### src/rtl/rand_arbiter.sv
// Round-robin arbiter that hands each winner a fresh NBITS-bit word from an LFSR.
// Ports: CLK, RST_N (sync, active-low), REQ/ACK per requester, DATA, BUSY, SEED_LD/SEED_IN.
module rand_arbiter #(
  parameter int NREQ  = 4,
  parameter int NBITS = 8
) (
  input  logic             CLK,
  input  logic             RST_N,
  input  logic [NREQ-1:0]  REQ,
  output logic [NREQ-1:0]  ACK,
  output logic [NBITS-1:0] DATA,
  output logic             BUSY,
  input  logic             SEED_LD,
  input  logic [31:0]      SEED_IN
);

  localparam int IW = $clog2(NREQ);
  localparam logic [31:0] SEED_DEF = 32'h6B1CCA14;

  typedef enum logic [1:0] {
    IDLE,
    SHIFT,
    DONE
  } state_e;

  state_e           state_q, state_d;
  logic [31:0]      lfsr_q, lfsr_d;
  logic [IW-1:0]    win_q, win_d;
  logic [IW-1:0]    last_q, last_d;
  logic [3:0]       cnt_q, cnt_d;
  logic [NBITS-1:0] data_q, data_d;
  logic [NREQ-1:0]  ack_q, ack_d;
  logic             busy_q, busy_d;

  logic             found;
  logic [IW-1:0]    pick;
  logic [31:0]      lfsr_nxt;

  // XNOR feedback: all-ones is the lock-up state.
  assign lfsr_nxt = {lfsr_q[30:0],
                     ~(lfsr_q[31] ^ lfsr_q[21] ^ lfsr_q[1] ^ lfsr_q[0])};

  // Search starts one past the last winner and wraps.
  always_comb begin
    found = 1'b0;
    pick  = last_q;
    for (int i = 1; i <= NREQ; i++) begin
      if (!found && REQ[IW'((int'(last_q) + i) % NREQ)]) begin
        found = 1'b1;
        pick  = IW'((int'(last_q) + i) % NREQ);
      end
    end
  end

  always_comb begin
    state_d = state_q;
    lfsr_d  = lfsr_q;
    win_d   = win_q;
    last_d  = last_q;
    cnt_d   = cnt_q;
    data_d  = data_q;
    ack_d   = '0;
    if (SEED_LD) begin
      // Abort any grant; never load the lock-up value.
      state_d = IDLE;
      lfsr_d  = (SEED_IN == 32'hFFFF_FFFF) ? SEED_DEF : SEED_IN;
    end else begin
      unique case (state_q)
        IDLE: begin
          if (found) begin
            win_d   = pick;
            cnt_d   = 4'(NBITS - 1);
            state_d = SHIFT;
          end
        end
        SHIFT: begin
          lfsr_d = lfsr_nxt;
          if (cnt_q == 4'd0) begin
            state_d = DONE;
            data_d  = lfsr_nxt[NBITS-1:0];
            last_d  = win_q;
          end else begin
            cnt_d = cnt_q - 4'd1;
          end
        end
        DONE: begin
          ack_d[win_q] = 1'b1;
          state_d      = IDLE;
        end
        default: state_d = IDLE;
      endcase
    end
    busy_d = (state_d != IDLE);
  end

  always_ff @(posedge CLK) begin
    if (!RST_N) begin
      state_q <= IDLE;
      lfsr_q  <= SEED_DEF;
      win_q   <= '0;
      last_q  <= IW'(NREQ - 1);
      cnt_q   <= '0;
      data_q  <= '0;
      ack_q   <= '0;
      busy_q  <= 1'b0;
    end else begin
      state_q <= state_d;
      lfsr_q  <= lfsr_d;
      win_q   <= win_d;
      last_q  <= last_d;
      cnt_q   <= cnt_d;
      data_q  <= data_d;
      ack_q   <= ack_d;
      busy_q  <= busy_d;
    end
  end

  assign ACK  = ack_q;
  assign DATA = data_q;
  assign BUSY = busy_q;

endmodule

### config.mk
export PLATFORM = sky130hd
export DESIGN_NAME = rand_arbiter
export DESIGN_NICKNAME = d
export VERILOG_FILES = /design/src/rtl/rand_arbiter.sv
export SDC_FILE = /design/constraint.sdc
export NUM_CORES = 1
export LEC_CHECK = 0
export ABC_AREA = 1
export CORE_MARGIN = 2
export CORE_UTILIZATION = 45
export CTS_CLUSTER_DIAMETER = 50
export DETAILED_ROUTE_END_ITERATION = 16
export PLACE_DENSITY = 0.71
export SLEW_MARGIN = 5
export SYNTH_ARGS = -nofsm -noshare
export SYNTH_HDL_FRONTEND = slang
export SYNTH_SLANG_ARGS = --single-unit
### constraint.sdc
create_clock -name CLK -period 2.4 [get_ports CLK]
set_input_delay 0.48 -clock CLK [delete_from_list [all_inputs] [get_ports CLK]]
set_output_delay 0.48 -clock CLK [all_outputs]
set_load 0.02 [all_outputs]
* Word-level counts from Yosys, hierarchy flattened *
Index checks and enable logic that the tools add are counted.

storage, ports and cells
  bits in registers = 55
  bits in latches = 0
  memory bits (writable) = 0
  memory bits (read-only) = 0
  output and inout port bits = 13
  word-level logic and storage cells = 79
  memories kept = 0

operators by class
  add/subtract/negate cells = 5
  multiply operators = 0
  div/mod/pow operators = 0
  magnitude comparators = 6
  equal/unequal tests = 5
  shift-type cells = 0
  muxes and demuxes = 32
  bitwise gates (word level) = 7
  reductions and logical operators = 16

operators with widths
  operator                                                     count
  two-way mux 32 bit                                           3
  == test 32 bit (second input constant)                       1
  less-than comparator 2 x 4 -> 1 bit (second input constant)  4
  two-way mux 2 bit                                            7
  two-way mux 1 bit                                            13
  binary-select mux 1 bit (select 2 bit)                       4
  two-way mux 4 bit                                            2
  one-hot mux 4 bit (2 select lines)                           1
  AND reduction 3 bit                                          2
  nonzero test 2 bit                                           3
  adder 2 x 1 -> 2 bit (second input constant)                 2
  adder 2 bit (second input constant)                          2
  logical AND 1 bit                                            4
  zero test 4 bit                                              1
  inequality test 2 bit (second input constant)                2
  inverter 1 bit                                               4
  one-hot mux 2 bit (2 select lines)                           1
  AND reduction 4 bit                                          1
  subtractor 4 x 1 -> 4 bit (second input constant)            1
  zero test 1 bit                                              3
  less-than comparator 2 x 3 -> 1 bit (second input constant)  1
  OR reduction 3 bit                                           1
  bitwise XOR 1 bit                                            3
  demux 1 bit (select 2 bit)                                   1
  other kinds (4)                                              4

* Depth between registers and ports, before layout *
Gate-level depths: netlist of the first run.

  depth in word-level cells = 18
  mapped depth = 13
  gate-level depth less buffers = 12

* Worst setup path after synthesis of the first run *
No wires, ideal clock.

  path kind = input to register
  start = in SEED_LD
  end = reg lfsr_q[12]
  setup time = 0.128 ns
  data arrival time = 1.327 ns
  setup slack = 0.944 ns
  cell stages on the path = 6
  buffers on the path = 2
  cells stage by stage = buf_2 -> nor2_2 -> inv_2 -> buf_2 -> o221ai_1 -> a21oi_1

on the way
  longest elaborated chain between the ends = 1

RTL lines
  item                                                      line  text
  start, declared                                           13    input logic SEED_LD,
  two-way mux 32 bit or nonzero test 2 bit (tied branches)  n/a
  end signal, assigned                                      108   lfsr_q <= lfsr_d;
  end, declared                                             27    logic [31:0] lfsr_q, lfsr_d;

Several ways; a longest one is shown, not always the timed one.
A chain may end at the register's enable or synchronous reset.

* Final worst setup path of the first run *
  start = in SEED_IN[2]
  end = reg lfsr_q[31]

on the way
  longest elaborated chain between the ends = 3

RTL lines
  item                line  text
  start, declared     14    input logic [31:0] SEED_IN
  == test 32 bit      66    lfsr_d = (SEED_IN == 32'hFFFF_FFFF) ? SEED_DEF : SEED_IN;
  two-way mux 32 bit  66
  two-way mux 32 bit  63    if (SEED_LD) begin

Every way passes these cells.

==> impl_metrics.prom, run 1 <==
# TYPE chip_impl_metric gauge
chip_impl_metric{name="tns",unit="ns"} 0
chip_impl_metric{name="syn-mean-instance-area",unit="um^2"} 7.49
chip_impl_metric{name="timing.critical_path.required",unit="ns"} 2.60
chip_impl_info{name="worst_setup_path_end_kind",value="register"} 1
chip_impl_metric{name="seq_power_share",unit="%"} 53.6
chip_impl_metric{name="crit_path_max_fanout",unit=""} 12
chip_impl_metric{name="final.min_clock_period",unit="ns"} 1.81
chip_impl_metric{name="die_area",unit="um^2"} 6350
chip_impl_metric{name="final.period_utilization",unit="%"} 75.4
chip_impl_metric{name="total_switching_power",unit="uW"} 554
chip_impl_metric{name="vdd_drop_max",unit="mV"} 0.310
chip_impl_metric{name="critical_path_arrival",unit="ns"} 2.00
chip_impl_metric{name="clock_power_share",unit="%"} 27.3
chip_impl_metric{name="clkSinkCount",unit=""} 55
chip_impl_metric{name="max_cap_violations",unit=""} 0
chip_impl_metric{name="cell_count_after_synthesis",unit=""} 344
chip_impl_metric{name="drc_violations",unit=""} 0
chip_impl_info{name="path_class",value="input port to register"} 1
chip_impl_metric{name="ys_warn_count",unit=""} 0
chip_impl_metric{name="nets",unit=""} 433
chip_impl_info{name="synth_largest_area_cell",value="sky130_fd_sc_hd__dfxtp_1"} 1
chip_impl_info{name="run_status",value="finished clean"} 1
chip_impl_metric{name="synth.distinct_cells",unit=""} 33
chip_impl_info{name="tritoncts",value="built"} 1
chip_impl_metric{name="max-clock-path-buffers",unit=""} 2
chip_impl_metric{name="timing.final.ws_setup",unit="ns"} 0.591
chip_impl_metric{name="io_buffers",unit=""} 51
chip_impl_metric{name="cts_buffers",unit=""} 5
chip_impl_metric{name="post-cts-setup-buffers",unit=""} 0
chip_impl_metric{name="number_of_hold_buffers_added_after_cts",unit=""} 0
chip_impl_info{name="crit_path_start_kind",value="input port"} 1
chip_impl_metric{name="post_drt_via_cell_ratio",unit=""} 5.21
chip_impl_metric{name="hpwl_dp",unit="um"} 4350
chip_impl_metric{name="drive_gt1_share",unit="%"} 10.9
chip_impl_metric{name="synth_seq_area_share",unit="%"} 42.7
chip_impl_metric{name="gpl.final_weighted_congestion",unit=""} 0.860
chip_impl_info{name="clk_root_buffer_cell",value="sky130_fd_sc_hd__clkbuf_8"} 1
chip_impl_metric{name="antenna_left",unit=""} 0
chip_impl_metric{name="setup_viol",unit=""} 0
chip_impl_metric{name="comb_power_share",unit="%"} 19.1
chip_impl_metric{name="final_core_utilization",unit="%"} 59.1
chip_impl_metric{name="power_switching_share",unit="%"} 29.1
chip_impl_metric{name="via_count_of_the_first_global_routing_pass",unit=""} 2234
chip_impl_metric{name="drt_first_pass_iters",unit=""} 4
chip_impl_metric{name="io-pin-count",unit=""} 52
chip_impl_metric{name="grt_first_pass_wirelength",unit="um"} 9980
chip_impl_metric{name="dr_total_vias",unit=""} 2427
chip_impl_metric{name="dr.first_iter.drc_count",unit=""} 114
chip_impl_info{name="unrepaired_setup_endpoints_after_global_routing",value="false"} 1
chip_impl_metric{name="largest_net_degree_at_the_start_of_global_routing",unit=""} 44
chip_impl_info{name="hold_path_class",value="register to register"} 1
chip_impl_metric{name="areaGrowthSynthToFinish",unit="%"} 26.3
chip_impl_metric{name="finalHoldWorstSlack",unit="ns"} 0.470
chip_impl_metric{name="clock_latency",unit="ns"} 0.31
chip_impl_metric{name="preCtsSetupSlack",unit="ns"} 0.291
chip_impl_metric{name="p_total",unit="uW"} 1900
chip_impl_info{name="synthTopCellsByArea",value="sky130_fd_sc_hd__dfxtp_1, sky130_fd_sc_hd__nand2_1, sky130_fd_sc_hd__o221ai_1"} 1
chip_impl_metric{name="initial_core_utilization",unit="%"} 46.8
chip_impl_metric{name="grt_antenna_before_repair",unit=""} 0
chip_impl_metric{name="clock_slew_at_the_register_clock_pins_of_the_worst_setup_and_hold_paths",unit="ns"} 0.10
chip_impl_metric{name="die_w",unit="um"} 79.7
chip_impl_metric{name="worst_pin_slew",unit="ns"} 0.456
chip_impl_metric{name="design.core.area",unit="um^2"} 5510
chip_impl_metric{name="wl",unit="um"} 5910
chip_impl_metric{name="max_freq",unit="MHz"} 553
chip_impl_metric{name="clock-skew-final",unit="ns"} 0.0133
chip_impl_metric{name="p_per_area",unit="nW/um^2"} 585
chip_impl_metric{name="max_slew_violation_total_from_the_final_report",unit=""} 0
chip_impl_metric{name="overflow",unit=""} 0
chip_impl_metric{name="routedWlPerCell",unit="um"} 12.7
chip_impl_metric{name="cts_resized",unit=""} 0
chip_impl_metric{name="static_leakage",unit="uW"} 0.00142
chip_impl_metric{name="hold_violation_count_in_the_final_report",unit=""} 0
chip_impl_metric{name="slew_headroom",unit="%"} 69.5
chip_impl_metric{name="synth.ff_latch_count",unit=""} 55
chip_impl_metric{name="synth_top_area_share",unit="%"} 42.7
chip_impl_metric{name="cts_htree_levels",unit=""} 2
chip_impl_metric{name="groute.usage.overall",unit="%"} 19.5
chip_impl_metric{name="num_antenna_cells",unit=""} 0
chip_impl_metric{name="mappedNetlistNets",unit=""} 384
chip_impl_metric{name="internal_power",unit="uW"} 1350
chip_impl_metric{name="die_h",unit="um"} 79.7
chip_impl_metric{name="rows",unit=""} 27
chip_impl_metric{name="synthesis.area",unit="um^2"} 2580
## synthesized netlist by cell type
cell type	instances
sky130_fd_sc_hd__nand3b_1	1
sky130_fd_sc_hd__dfxtp_1	55
sky130_fd_sc_hd__o21ai_0	7
sky130_fd_sc_hd__nor2_8	2
sky130_fd_sc_hd__nand2_1	108
sky130_fd_sc_hd__xnor2_1	2
sky130_fd_sc_hd__xor2_1	3
sky130_fd_sc_hd__buf_4	1
sky130_fd_sc_hd__clkbuf_1	6
sky130_fd_sc_hd__nand4_2	2
sky130_fd_sc_hd__nand2_4	1
sky130_fd_sc_hd__or2_2	1
sky130_fd_sc_hd__o221ai_1	17
sky130_fd_sc_hd__ha_1	1
sky130_fd_sc_hd__inv_2	5
sky130_fd_sc_hd__o2111ai_1	2
sky130_fd_sc_hd__o211ai_1	1
sky130_fd_sc_hd__a21oi_1	25
sky130_fd_sc_hd__nor2_1	13
sky130_fd_sc_hd__inv_4	1
sky130_fd_sc_hd__nor2_2	1
sky130_fd_sc_hd__o21ai_1	1
sky130_fd_sc_hd__nor3_1	7
sky130_fd_sc_hd__nor2_4	2
sky130_fd_sc_hd__buf_1	3
sky130_fd_sc_hd__nand2_2	12
sky130_fd_sc_hd__buf_2	4
sky130_fd_sc_hd__clkinv_2	1
sky130_fd_sc_hd__buf_6	1
sky130_fd_sc_hd__inv_1	17
sky130_fd_sc_hd__inv_6	1
sky130_fd_sc_hd__nand4_1	17
sky130_fd_sc_hd__nand3_1	23
## worst paths after layout
kind | slack [ns] | startpoint | cells after the start | endpoint
setup / recovery | 0.59 | SEED_IN[2] | 9 | lfsr_q[31]$_SDFFE_PN0P_
hold / removal | 0.47 | lfsr_q[14]$_SDFFE_PN1P_ | 2 | lfsr_q[15]$_SDFFE_PN1P_
setup reg to reg | 0.73 | last_q[0]$_SDFFE_PN1P_ | 7 | cnt_q[1]$_SDFFE_PN0P_
hold reg to reg | 0.47 | lfsr_q[14]$_SDFFE_PN1P_ | 2 | lfsr_q[15]$_SDFFE_PN1P_
## state kept, by name, summed over array words and instances (netlist names)
| name | count |
|---|---|
| ACK | 4 |
| BUSY | 1 |
| DATA | 8 |
| cnt_q | 4 |
| last_q | 2 |
| lfsr_q | 32 |
| state_q | 2 |
| win_q | 2 |
## routing by layer
layer	vias to the layer above	track usage (%)	wire length [um]	part of all wire, %
met5	-	0	0	0
met4	0	5.86	58	0.98
met3	5	2.94	243	4.1
met2	52	32.0	2830	48
met1	1103	26.5	2780	47
li1	1267	-	-	-
## layout make-up
cell class                      count  area, um^2
Tap cell                           72        90.1
Inverter                           25         103
Timing Repair Buffer               57         568
Fill cell                         503        2250
Clock buffer                        5        68.8
Clock inverter                      3        22.5
Multi-Input combinational cell    249        1300
Sequential cell                    55        1100
## power groups by stage
| stage | sequential [uW] | combinational (uW) | clock, uW |
|---|---|---|---|
| floorplan | 1030 | 230 | 0 |
| finish | 1020 | 364 | 520 |
| CTS | 1020 | 366 | 531 |
| global placement | 1040 | 358 | 0 |
| global route | 1030 | 408 | 569 |
| detailed placement | 1040 | 364 | 0 |
## cells by family (layout without fill, tap and decap cells)
| logic type | Yosys count | after routing | share of synthesized area [%] |
|---|---|---|---|
| adder cells (fa/ha/maj) | 1 | 1 | 0.486 |
| AO/OA/AOI/OAI | 53 | 53 | 13.2 |
| AND/OR/NAND/NOR | 190 | 190 | 35.1 |
| flip-flops | 55 | 55 | 42.7 |
| buffers and inverters | 40 | 90 | 6.80 |
| XOR/XNOR | 5 | 5 | 1.70 |
## worst max-delay path: stages
cell                              delay, ns
sky130_fd_sc_hd__clkdlybuf4s50_1       0.49
sky130_fd_sc_hd__nand2_1               0.06
sky130_fd_sc_hd__inv_1                 0.05
sky130_fd_sc_hd__nand3_1               0.05
sky130_fd_sc_hd__nor3_1                0.33
sky130_fd_sc_hd__nand4_2               0.16
sky130_fd_sc_hd__buf_4                 0.21
sky130_fd_sc_hd__nand2_1               0.10
sky130_fd_sc_hd__a21oi_1               0.07
## stage by stage
step	area [um^2]	std cells
finish	3250	466
global route	3250	466
CTS	3250	466
detailed placement	3160	458
global placement	3160	458
floorplan	2580	344
## layout by cell type (no fill, tap or decap)
cell	count
sky130_fd_sc_hd__inv_4	1
sky130_fd_sc_hd__xor2_1	3
sky130_fd_sc_hd__a21oi_1	25
sky130_fd_sc_hd__nor2_4	2
sky130_fd_sc_hd__o221ai_1	17
sky130_fd_sc_hd__nand3_1	23
sky130_fd_sc_hd__nor2_8	2
sky130_fd_sc_hd__o21ai_1	1
sky130_fd_sc_hd__clkinv_4	1
sky130_fd_sc_hd__o21ai_0	7
sky130_fd_sc_hd__clkinv_2	2
sky130_fd_sc_hd__nand4_1	17
sky130_fd_sc_hd__inv_2	5
sky130_fd_sc_hd__nand3b_1	1
sky130_fd_sc_hd__nand4_2	2
sky130_fd_sc_hd__xnor2_1	2
sky130_fd_sc_hd__buf_12	1
sky130_fd_sc_hd__dfxtp_1	55
sky130_fd_sc_hd__nor3_1	7
sky130_fd_sc_hd__nor2_1	13
sky130_fd_sc_hd__o211ai_1	1
sky130_fd_sc_hd__clkbuf_8	5
sky130_fd_sc_hd__nand2_1	108
sky130_fd_sc_hd__o2111ai_1	2
sky130_fd_sc_hd__nand2_2	12
sky130_fd_sc_hd__inv_1	17
sky130_fd_sc_hd__inv_6	2
sky130_fd_sc_hd__nor2_2	1
sky130_fd_sc_hd__buf_4	5
sky130_fd_sc_hd__or2_2	1
sky130_fd_sc_hd__ha_1	1
sky130_fd_sc_hd__nand2_4	1
sky130_fd_sc_hd__clkdlybuf4s50_1	51
Power figures use the tool's default switching activity.
==> run 2, diff against run 1 <==
==> constraint.sdc (replaced) <==
create_clock -name CLK -period 1.8 [get_ports CLK]
set_input_delay 0.36 -clock CLK [delete_from_list [all_inputs] [get_ports CLK]]
set_output_delay 0.36 -clock CLK [all_outputs]
set_load 0.02 [all_outputs]
==> impl_metrics.prom, run 2 (synthesis results as in run 1) <==
# TYPE chip_impl_metric gauge
chip_impl_info{name="run_status",value="finished clean"} 1
chip_impl_info{name="cp_slowest_cell",value="sky130_fd_sc_hd__clkdlybuf4s50_1"} 1
chip_impl_metric{name="rows",unit=""} 27
chip_impl_metric{name="filler_cell_count_in_the_final_layout",unit=""} 519
chip_impl_metric{name="max_ffs_per_register",unit=""} 32
chip_impl_metric{name="grt_antenna_before_repair",unit=""} 0
chip_impl_metric{name="nets",unit=""} 442
chip_impl_metric{name="timing.critical_path.required",unit="ns"} 1.44
chip_impl_metric{name="design.core.area",unit="um^2"} 5510
chip_impl_metric{name="slew_headroom",unit="%"} 71.6
chip_impl_metric{name="wl",unit="um"} 5970
chip_impl_metric{name="clkSinkCount",unit=""} 55
chip_impl_metric{name="critical_path_arrival",unit="ns"} 1.28
chip_impl_metric{name="timing.final.ws_setup",unit="ns"} 0.159
chip_impl_metric{name="final.period_utilization",unit="%"} 91.2
chip_impl_metric{name="p_per_area",unit="nW/um^2"} 808
chip_impl_metric{name="die_w",unit="um"} 79.7
chip_impl_metric{name="setup_viol",unit=""} 0
chip_impl_metric{name="worst_pin_slew",unit="ns"} 0.426
chip_impl_metric{name="overflow",unit=""} 0
chip_impl_metric{name="final_core_utilization",unit="%"} 60.8
chip_impl_metric{name="tns",unit="ns"} 0
chip_impl_metric{name="preCtsSetupSlack",unit="ns"} -0.127
chip_impl_info{name="most-common-layout-cells",value="sky130_fd_sc_hd__nand2_1, sky130_fd_sc_hd__dfxtp_1, sky130_fd_sc_hd__clkdlybuf4s50_1"} 1
chip_impl_metric{name="vdd_drop_max",unit="mV"} 0.407
chip_impl_metric{name="final.min_clock_period",unit="ns"} 1.64
chip_impl_metric{name="hold_violation_count_in_the_final_report",unit=""} 0
chip_impl_metric{name="grt_first_pass_wirelength",unit="um"} 9950
chip_impl_metric{name="post_drt_via_cell_ratio",unit=""} 5.25
chip_impl_metric{name="die_h",unit="um"} 79.7
chip_impl_info{name="path_class",value="register to output pin"} 1
chip_impl_metric{name="drive_gt1_share",unit="%"} 12.9
chip_impl_info{name="most_common_cell_after_layout_fill_and_taps_aside",value="sky130_fd_sc_hd__nand2_1"} 1
chip_impl_metric{name="hpwl_dp",unit="um"} 4390
chip_impl_metric{name="cts_buffers",unit=""} 5
chip_impl_metric{name="initial_core_utilization",unit="%"} 46.8
chip_impl_metric{name="cts_htree_levels",unit=""} 2
chip_impl_info{name="critical_path.reg2reg.startpoint",value="last_q[0]$_SDFFE_PN1P_"} 1
chip_impl_metric{name="clock_slew_at_the_register_clock_pins_of_the_worst_setup_and_hold_paths",unit="ns"} 0.11
chip_impl_metric{name="clock_latency",unit="ns"} 0.31
chip_impl_metric{name="place.detailed.instances",unit=""} 467
chip_impl_info{name="critical_path_startpoint",value="DATA[0]$_SDFFE_PN0P_"} 1
chip_impl_metric{name="worst_path_largest_cell_delay",unit="ns"} 0.61
chip_impl_metric{name="clock-skew-final",unit="ns"} 0.0133
chip_impl_metric{name="io_buffers",unit=""} 51
chip_impl_metric{name="cts_resized",unit=""} 0
chip_impl_metric{name="largest_net_degree_at_the_start_of_global_routing",unit=""} 33
chip_impl_metric{name="static_leakage",unit="uW"} 0.00148
chip_impl_metric{name="max_slew_violation_total_from_the_final_report",unit=""} 0
chip_impl_metric{name="post-cts-setup-buffers",unit=""} 0
chip_impl_info{name="timing.critical_path.cells",value="clkdlybuf4s50_1"} 1
chip_impl_metric{name="gpl.final_weighted_congestion",unit=""} 0.842
chip_impl_info{name="unrepaired_setup_endpoints_after_global_routing",value="false"} 1
chip_impl_metric{name="detailed_place.area",unit="um^2"} 3230
chip_impl_info{name="tritoncts",value="built"} 1
chip_impl_metric{name="number_of_hold_buffers_added_after_cts",unit=""} 0
chip_impl_metric{name="dr.first_iter.drc_count",unit=""} 104
chip_impl_info{name="crit_path_start_kind",value="register"} 1
chip_impl_metric{name="via_count_of_the_first_global_routing_pass",unit=""} 2311
chip_impl_metric{name="die_area",unit="um^2"} 6350
chip_impl_metric{name="drc_violations",unit=""} 0
chip_impl_metric{name="final-instance-count-excl-fill",unit=""} 475
chip_impl_info{name="path_delay_family",value="buffers and inverters"} 1
chip_impl_info{name="registers.top_by_ff_count",value="lfsr_q"} 1
chip_impl_info{name="hold_path_class",value="register to register"} 1
chip_impl_info{name="worst_hold_startpoint",value="lfsr_q[29]$_SDFFE_PN1P_"} 1
chip_impl_metric{name="io-pin-count",unit=""} 52
chip_impl_metric{name="max_cap_violations",unit=""} 0
chip_impl_metric{name="areaGrowthSynthToFinish",unit="%"} 29.9
chip_impl_info{name="clk_root_buffer_cell",value="sky130_fd_sc_hd__clkbuf_8"} 1
chip_impl_metric{name="routedWlPerCell",unit="um"} 12.6
chip_impl_metric{name="antenna_left",unit=""} 0
chip_impl_metric{name="num_antenna_cells",unit=""} 0
chip_impl_metric{name="final_cell_area",unit="um^2"} 3350
chip_impl_metric{name="max_freq",unit="MHz"} 609
chip_impl_metric{name="drt_first_pass_iters",unit=""} 4
chip_impl_metric{name="groute.usage.overall",unit="%"} 19.7
chip_impl_metric{name="worst-path-buf-inv",unit=""} 1
chip_impl_info{name="worst_setup_path_end_kind",value="output pin"} 1
chip_impl_metric{name="max-clock-path-buffers",unit=""} 2
chip_impl_metric{name="dr_total_vias",unit=""} 2493
chip_impl_metric{name="crit_path_max_fanout",unit=""} 2
-- run 2: path summary, 6_finish.rpt --
path / end / slack [ns] / cells after the start
worst min register to register: lfsr_q[30]$_SDFFE_PN1P_ / 0.47 / 2
worst min-delay path: lfsr_q[30]$_SDFFE_PN1P_ / 0.47 / 2
worst max-delay path: DATA[0] / 0.16 / 1
worst max register to register: cnt_q[1]$_SDFFE_PN0P_ / 0.18 / 7
-- run 2: through the flow --
stage | total power (uW) | hold WS (ns)
finish | 2700 | 0.471
floorplan | 1690 | 0.432
global route | 2840 | 0.493
CTS | 2720 | 0.475
detailed placement | 1890 | 0.450
global placement | 1880 | 0.443
-- run 2: report_power, final --
part           switching (uW)  leakage [uW]  internal (uW)  total [uW]
Clock                     418     0.0000587            422         840
Sequential               58.1      0.000454           1300        1360
Combinational             269      0.000964            235         504
-- run 2: area by class of cell --
cell class | count | area [um^2] | area share (%)
tap | 72 | 90.1 | 2.69
clock buffer | 5 | 68.8 | 2.06
clock inverter | 3 | 47.5 | 1.42
multi-input combinational | 249 | 1300 | 38.9
sequential | 55 | 1100 | 32.9
inverter | 25 | 103 | 3.07
timing repair buffer | 66 | 636 | 19.0
-- run 2: routing by layer --
layer | vias up | track usage (%) | wire [um]
met3 | 5 | 3.05 | 257
met5 | - | 0 | 0
met2 | 66 | 34.3 | 2970
li1 | 1283 | - | -
met4 | 0 | 7.59 | 54
met1 | 1139 | 24.3 | 2690
-- run 2: worst reg2reg max path: stages, from the launching register on --
cell and delay, ns:
sky130_fd_sc_hd__dfxtp_1 0.59, sky130_fd_sc_hd__o21ai_0 0.15, sky130_fd_sc_hd__o21ai_0 0.29, sky130_fd_sc_hd__nand4_2 0.20, sky130_fd_sc_hd__nand2_1 0.15, sky130_fd_sc_hd__nand2_1 0.06
sky130_fd_sc_hd__nand2_1 0.05, sky130_fd_sc_hd__nor2_1 0.03
